<file path="config.mk">
export PLATFORM = sky130hd
export DESIGN_NAME = overlap_seq_detector
export DESIGN_NICKNAME = d
export VERILOG_FILES = /design/src/rtl/seq_det_pkg.sv /design/src/rtl/seq_hist_sr.sv /design/src/rtl/overlap_seq_detector.sv
export SDC_FILE = /design/constraint.sdc
export NUM_CORES = 1
export LEC_CHECK = 0
export ABC_AREA = 1
export CAP_MARGIN = 30
export CORE_MARGIN = 2
export CORE_UTILIZATION = 35
export DETAILED_ROUTE_END_ITERATION = 7
export GPL_ROUTABILITY_DRIVEN = 0
export HOLD_SLACK_MARGIN = 0.15
export PLACE_DENSITY = 0.62
export SYNTH_ARGS = -nofsm -noshare
export SYNTH_HDL_FRONTEND = slang
export SYNTH_SLANG_ARGS = --single-unit
</file>
<file path="constraint.sdc">
create_clock -name clk -period 2.65 [get_ports clk]
set_input_delay 0.53 -clock clk [delete_from_list [all_inputs] [get_ports clk]]
set_output_delay 0.53 -clock clk [all_outputs]
set_load 0.03 [all_outputs]
</file>
<file path="src/rtl/seq_det_pkg.sv">
`default_nettype none
// ============================================================================
// Module   : seq_det_pkg
// Purpose  : Shared types and defaults for the overlapping serial pattern
//            detector (state enum, default pattern/sizes, position width
//            helper).
// Revision : 1.0 - initial release
// ============================================================================
package seq_det_pkg;

    typedef enum logic [0:0] {
        ST_IDLE = 1'b0,
        ST_RUN  = 1'b1
    } state_t;

    localparam int          DEF_PAT_LEN = 4;
    localparam logic [15:0] DEF_PATTERN = 16'h000B;   // 4'b1011
    localparam int          DEF_FRAME_W = 16;
    localparam int          DEF_CNT_W   = 5;

    // Width of a frame bit index; never narrower than one bit.
    function automatic int pos_w(input int frame_w);
        return (frame_w > 1) ? $clog2(frame_w) : 1;
    endfunction

endpackage
`default_nettype wire

</file>
<file path="src/rtl/seq_hist_sr.sv">
`default_nettype none
// ============================================================================
// Module   : seq_hist_sr
// Purpose  : (PAT_LEN-1)-bit history shift register plus saturating fill
//            counter. The window/full outputs describe the history an
//            incoming bit is compared against this cycle, i.e. after an
//            optional pre-clear (start of a new frame).
// Ports    : clk, rst      - clock, asynchronous active-high reset
//            clr_pre       - clear history before this cycle's shift
//            clr_post      - clear history after this cycle's shift
//            shift_en      - shift bit_in into the history
//            bit_in        - serial data bit
//            window        - history seen by the incoming bit
//            full          - at least PAT_LEN-1 bits held in the history
// Revision : 1.0 - initial release
// ============================================================================
module seq_hist_sr #(
    parameter int PAT_LEN = 4
) (
    input  logic               clk,
    input  logic               rst,
    input  logic               clr_pre,
    input  logic               clr_post,
    input  logic               shift_en,
    input  logic               bit_in,
    output logic [PAT_LEN-2:0] window,
    output logic               full
);

    localparam int                FILL_W    = $clog2(PAT_LEN + 1);
    localparam logic [FILL_W-1:0] FILL_MAX  = FILL_W'(PAT_LEN);
    localparam logic [FILL_W-1:0] FILL_FULL = FILL_W'(PAT_LEN - 1);

    logic [PAT_LEN-2:0] hist_q;
    logic [PAT_LEN-2:0] hist_d;
    logic [PAT_LEN-2:0] hist_base;
    logic [PAT_LEN-2:0] hist_shift;
    logic [FILL_W-1:0]  fill_q;
    logic [FILL_W-1:0]  fill_d;
    logic [FILL_W-1:0]  fill_base;

    assign hist_base = clr_pre ? '0 : hist_q;
    assign fill_base = clr_pre ? '0 : fill_q;

    generate
        if (PAT_LEN > 2) begin : g_wide
            assign hist_shift = {hist_base[PAT_LEN-3:0], bit_in};
        end else begin : g_narrow
            assign hist_shift = bit_in;
        end
    endgenerate

    always_comb begin
        hist_d = hist_base;
        fill_d = fill_base;
        if (shift_en) begin
            hist_d = hist_shift;
            if (fill_base != FILL_MAX) begin
                fill_d = fill_base + FILL_W'(1);
            end
        end
        // Frame close: the bit above still counts, then history is dropped.
        if (clr_post) begin
            hist_d = '0;
            fill_d = '0;
        end
    end

    always_ff @(posedge clk or posedge rst) begin
        if (rst) begin
            hist_q <= '0;
            fill_q <= '0;
        end else begin
            hist_q <= hist_d;
            fill_q <= fill_d;
        end
    end

    assign window = hist_base;
    assign full   = (fill_base >= FILL_FULL);

endmodule
`default_nettype wire

</file>
<file path="src/rtl/overlap_seq_detector.sv">
`default_nettype none
// ============================================================================
// Module   : overlap_seq_detector
// Purpose  : Detects every (overlapping) occurrence of a PAT_LEN-bit pattern
//            in an MSB-first serial stream, reports each hit with its frame
//            bit index and latches a saturating per-frame hit count at end
//            of frame.
// Ports    : clk, rst      - clock, asynchronous active-high reset
//            bit_in        - serial data (ignored when bit_valid=0)
//            bit_valid     - bit_in carries a data bit this cycle
//            frame_start   - opens a new frame (bit_valid = bit 0)
//            frame_end     - closes the frame and latches the count
//            match         - one-cycle hit pulse
//            match_pos     - frame index of the completing bit
//            match_count   - hits in the last closed frame (held)
//            count_valid   - one-cycle pulse when match_count updates
//            count_sat     - last closed frame saturated the counter
// Revision : 1.0 - initial release
// ============================================================================
module overlap_seq_detector
    import seq_det_pkg::*;
#(
    parameter int                 PAT_LEN = DEF_PAT_LEN,
    parameter logic [PAT_LEN-1:0] PATTERN = PAT_LEN'(DEF_PATTERN),
    parameter int                 FRAME_W = DEF_FRAME_W,
    parameter int                 CNT_W   = DEF_CNT_W,
    localparam int                POS_W   = pos_w(FRAME_W)
) (
    input  logic             clk,
    input  logic             rst,
    input  logic             bit_in,
    input  logic             bit_valid,
    input  logic             frame_start,
    input  logic             frame_end,
    output logic             match,
    output logic [POS_W-1:0] match_pos,
    output logic [CNT_W-1:0] match_count,
    output logic             count_valid,
    output logic             count_sat
);

    localparam logic [CNT_W-1:0] CNT_MAX = '1;

    state_t             state_q;
    state_t             state_d;
    logic               run;
    logic               fe_run;
    logic               close_only;
    logic               accept;
    logic               hit;
    logic [PAT_LEN-2:0] window;
    logic               full;
    logic [POS_W-1:0]   idx_q;
    logic [POS_W-1:0]   idx_d;
    logic [POS_W-1:0]   idx_base;
    logic [CNT_W-1:0]   cnt_q;
    logic [CNT_W-1:0]   cnt_d;
    logic [CNT_W-1:0]   cnt_upd;
    logic               sat_q;
    logic               sat_d;
    logic               sat_upd;
    logic               match_q;
    logic               match_d;
    logic [POS_W-1:0]   match_pos_q;
    logic [POS_W-1:0]   match_pos_d;
    logic [CNT_W-1:0]   match_count_q;
    logic [CNT_W-1:0]   match_count_d;
    logic               count_valid_q;
    logic               count_valid_d;
    logic               count_sat_q;
    logic               count_sat_d;

    assign run        = (state_q == ST_RUN);
    assign fe_run     = run & frame_end;
    // Frame closes with no new frame opening: clear after this cycle's bit.
    assign close_only = fe_run & ~frame_start;
    // A bit arriving with frame_start is bit 0 of the new frame, even from IDLE.
    assign accept     = bit_valid & (run | frame_start);

    seq_hist_sr #(
        .PAT_LEN (PAT_LEN)
    ) u_hist (
        .clk      (clk),
        .rst      (rst),
        .clr_pre  (frame_start),
        .clr_post (close_only),
        .shift_en (accept),
        .bit_in   (bit_in),
        .window   (window),
        .full     (full)
    );

    // window/full already reflect a frame_start clear, so a hit can never
    // coincide with frame_start; cnt_q is therefore the old frame's count.
    assign hit = accept & full & ({window, bit_in} == PATTERN);

    always_comb begin
        state_d = state_q;
        case (state_q)
            ST_IDLE: if (frame_start)              state_d = ST_RUN;
            ST_RUN:  if (frame_end & ~frame_start) state_d = ST_IDLE;
            default:                               state_d = ST_IDLE;
        endcase
    end

    always_comb begin
        idx_base = frame_start ? '0 : idx_q;
        idx_d    = idx_base;
        if (close_only) begin
            idx_d = '0;
        end else if (accept) begin
            idx_d = idx_base + POS_W'(1);
        end

        cnt_upd = cnt_q;
        sat_upd = sat_q;
        if (hit) begin
            if (cnt_q == CNT_MAX) begin
                sat_upd = 1'b1;
            end else begin
                cnt_upd = cnt_q + CNT_W'(1);
            end
        end
        cnt_d = (frame_start | fe_run) ? '0   : cnt_upd;
        sat_d = (frame_start | fe_run) ? 1'b0 : sat_upd;

        match_d       = hit;
        match_pos_d   = hit ? idx_base : match_pos_q;

        match_count_d = match_count_q;
        count_sat_d   = count_sat_q;
        count_valid_d = 1'b0;
        if (fe_run) begin
            match_count_d = cnt_upd;
            count_sat_d   = sat_upd;
            count_valid_d = 1'b1;
        end
    end

    always_ff @(posedge clk or posedge rst) begin
        if (rst) begin
            state_q       <= ST_IDLE;
            idx_q         <= '0;
            cnt_q         <= '0;
            sat_q         <= 1'b0;
            match_q       <= 1'b0;
            match_pos_q   <= '0;
            match_count_q <= '0;
            count_valid_q <= 1'b0;
            count_sat_q   <= 1'b0;
        end else begin
            state_q       <= state_d;
            idx_q         <= idx_d;
            cnt_q         <= cnt_d;
            sat_q         <= sat_d;
            match_q       <= match_d;
            match_pos_q   <= match_pos_d;
            match_count_q <= match_count_d;
            count_valid_q <= count_valid_d;
            count_sat_q   <= count_sat_d;
        end
    end

    assign match       = match_q;
    assign match_pos   = match_pos_q;
    assign match_count = match_count_q;
    assign count_valid = count_valid_q;
    assign count_sat   = count_sat_q;

endmodule
`default_nettype wire
</file>
==> impl_metrics.json <==
{
  "leakage_nw": 0.978,
  "dr_total_vias": 1163,
  "drive_gt1_share_pct": 14.1,
  "initial_core_util_pct": 36.6,
  "synth_seq_area_share_pct": 49.2,
  "most-common-layout-cells": "59 x nand2_1, 29 x dfrtp_1, 18 x inv_1, 17 x clkdlybuf4s50_1, 16 x nor2_1",
  "fin_setup_tns_ns": 0,
  "synth-seq-cells": 29,
  "synth_compound_area_share_pct": 8.83,
  "worstPathMaxFanout": 10,
  "synthArstFlopShare_pct": 100,
  "dieHeight_um": 68.9,
  "synth.distinct_cells": 21,
  "grt_busiest_layer": "met2",
  "whs_ns": 0.471,
  "tightest_slew_ns": 0.365,
  "cap_violations": 0,
  "ctsResizeCount": 0,
  "hold_viol": 0,
  "netlist_area_um2": 1470,
  "power_per_cell_area_nw_per_um2": 533,
  "synth-simple-area-share_pct": 31.0,
  "hp-class": "flop to flop",
  "wl_um": 2970,
  "outcome": "finished clean",
  "cp.arrival_ns": 2.25,
  "period_minus_slack_ns": 2.07,
  "maxSlewViolCount": 0,
  "synthAdderAreaFrac_pct": 4.24,
  "drc": 0,
  "first_global_vias": 1093,
  "area.sequential_um2": 726,
  "critPathKind": "primary input to flop",
  "period_share_pct": 78.2,
  "grt.met1_usage_pct": 19.6,
  "routed_via_density": 4.56,
  "synth.mux.area_fraction_pct": 0,
  "use_met3_pct": 4.87,
  "avgSynthCellArea_um2": 8.33,
  "synthesis.nets": 188,
  "synth-main-ff-cell": "dfrtp_1",
  "grt_max_degree": 30,
  "syn_to_final_growth_pct": 24.2,
  "die_area_um2": 4750,
  "n_antenna_cell": 0,
  "die_w_um": 68.9,
  "grt_setup_unrepaired": "false",
  "wire_per_inst_um": 11.7,
  "start_kind": "primary input",
  "clock_skew_ns": 0.00260,
  "cts_setup_buffers": 0,
  "gr-usage-met2_pct": 20.6,
  "clk_latency_ns": 0.28,
  "grt_antenna_before_repair": 0,
  "io-pin-count": 18,
  "fin_util_pct": 45.4,
  "max_freq_ghz": 0.483,
  "yosysWarnings": 0,
  "r2r_cells": 12,
  "fin_nets": 215,
  "place_hpwl_um": 2140,
  "grt_first_pass_wirelength_um": 4930,
  "core_um2": 4030,
  "clock-sinks": 29,
  "clockBufferDepth": 2,
  "fillers": 413,
  "grtUsageTotal_pct": 14.5,
  "root_buffer": "clkbuf_8",
  "layout_commonest_cell": "nand2_1",
  "netlist_instances": 177,
  "ir_drop_mv": 0.210,
  "initialDrtViolationCount": 43,
  "end_kind": "flop",
  "synth_xor_area_share_pct": 1.19,
  "dr.pass1.iters": 4,
  "hold_depth": 2,
  "synth_top_family_by_area": "simple AND/OR/NAND/NOR gates",
  "numPortBuffers": 17,
  "cts_hold_buffers": 0,
  "slew_headroom_pct": 75.6,
  "crit_required_ns": 2.82,
  "drtAntennaViolNets": 0,
  "setup-violations-final": 0,
  "cts_buffers": 5,
  "fp-row-count": 23,
  "path_clk_slew_ns": 0.06,
  "cts_tree": "yes",
  "multi_input_area_um2": 667,
  "grt-ovfl-total": 0,
  "htree_levels": 2,
  "synth_edf_count": 0
}
cell families after synthesis:
kind of cell | after synthesis
flip-flops | 29
AND/OR/NAND/NOR | 96
adder cells (fa/ha/maj) | 5
buffers and inverters | 21
XOR/XNOR | 2
AO/OA/AOI/OAI | 24
layout make-up:
class,instances,area share (%)
Tap cell,50,3.42
Inverter,21,4.44
Sequential cell,29,39.6
Clock buffer,7,5.26
Timing Repair Buffer,20,10.5
Clock inverter,1,0.273
Multi-Input combinational cell,127,36.4
final timing paths:
path                                   from              to  slack [ns]
hold / removal                 match_pos[0]    match_pos[0]        0.47
min in group asynchronous               rst  match_count[4]        0.62
setup / recovery                frame_start  match_count[0]        0.58
hold reg to reg                match_pos[0]    match_pos[0]        0.47
max in group asynchronous               rst        cnt_q[0]        1.76
setup reg to reg           u_hist.fill_q[1]  match_count[0]        1.09
through the flow:
step                setup slack (ns)  instance area (um^2)  total power, mW  instances
floorplan                      0.976                  1470            0.542        177
global placement               0.285                  1730            0.577        247
detailed placement             0.278                  1730            0.578        247
CTS                            0.574                  1830            0.990        255
global route                   0.452                  1830             1.02        255
finish                         0.578                  1830            0.975        255
Yosys cell counts, types with 2 or more instances:
| cell | instances | area share (%) |
|---|---|---|
| a21oi_1 | 12 | 4.1 |
| dfrtp_1 | 29 | 49 |
| ha_1 | 5 | 4.2 |
| inv_1 | 18 | 4.6 |
| inv_2 | 2 | 0.51 |
| nand2_1 | 59 | 15 |
| nand2_2 | 8 | 3.4 |
| nand2_4 | 3 | 2.3 |
| nand3_1 | 5 | 1.7 |
| nand4_1 | 2 | 0.85 |
| nor2_1 | 16 | 4.1 |
| o21ai_0 | 8 | 2.7 |
| o21bai_1 | 2 | 1.0 |
registers in the layout, indices dropped and copies added, names as in the netlist:
name and count:
match 1, cnt_q 5, u_hist.hist_q 3, count_sat 1
u_hist.fill_q 3, idx_q 4, match_count 5, match_pos 4
run 1, count_valid 1, sat_q 1
critical path, cell delays in order:
cell	delay, ns
clkdlybuf4s50_1	0.52
inv_4	0.09
nand2_1	0.11
inv_1	0.05
ha_1	0.19
ha_1	0.17
inv_1	0.10
nand2_4	0.07
nand2_4	0.10
nor2_8	0.07
nand2_2	0.07
nand2_1	0.05
nand2_1	0.06
nand2_1	0.05
report_power, final:
part           internal [mW]  switching, mW
clock                  0.234          0.172
sequential             0.460         0.0103
combinational         0.0341         0.0646
total                  0.729          0.247
routing by layer:
layer / part of all wire [%] / vias up / routed length (um)
met5: 0 / - / 0
li1: - / 613 / -
met1: 53 / 520 / 1570
met3: 4.5 / 5 / 135
met2: 41 / 25 / 1210
met4: 2.1 / 0 / 62
Note: power is estimated with default switching activity, not from simulation.
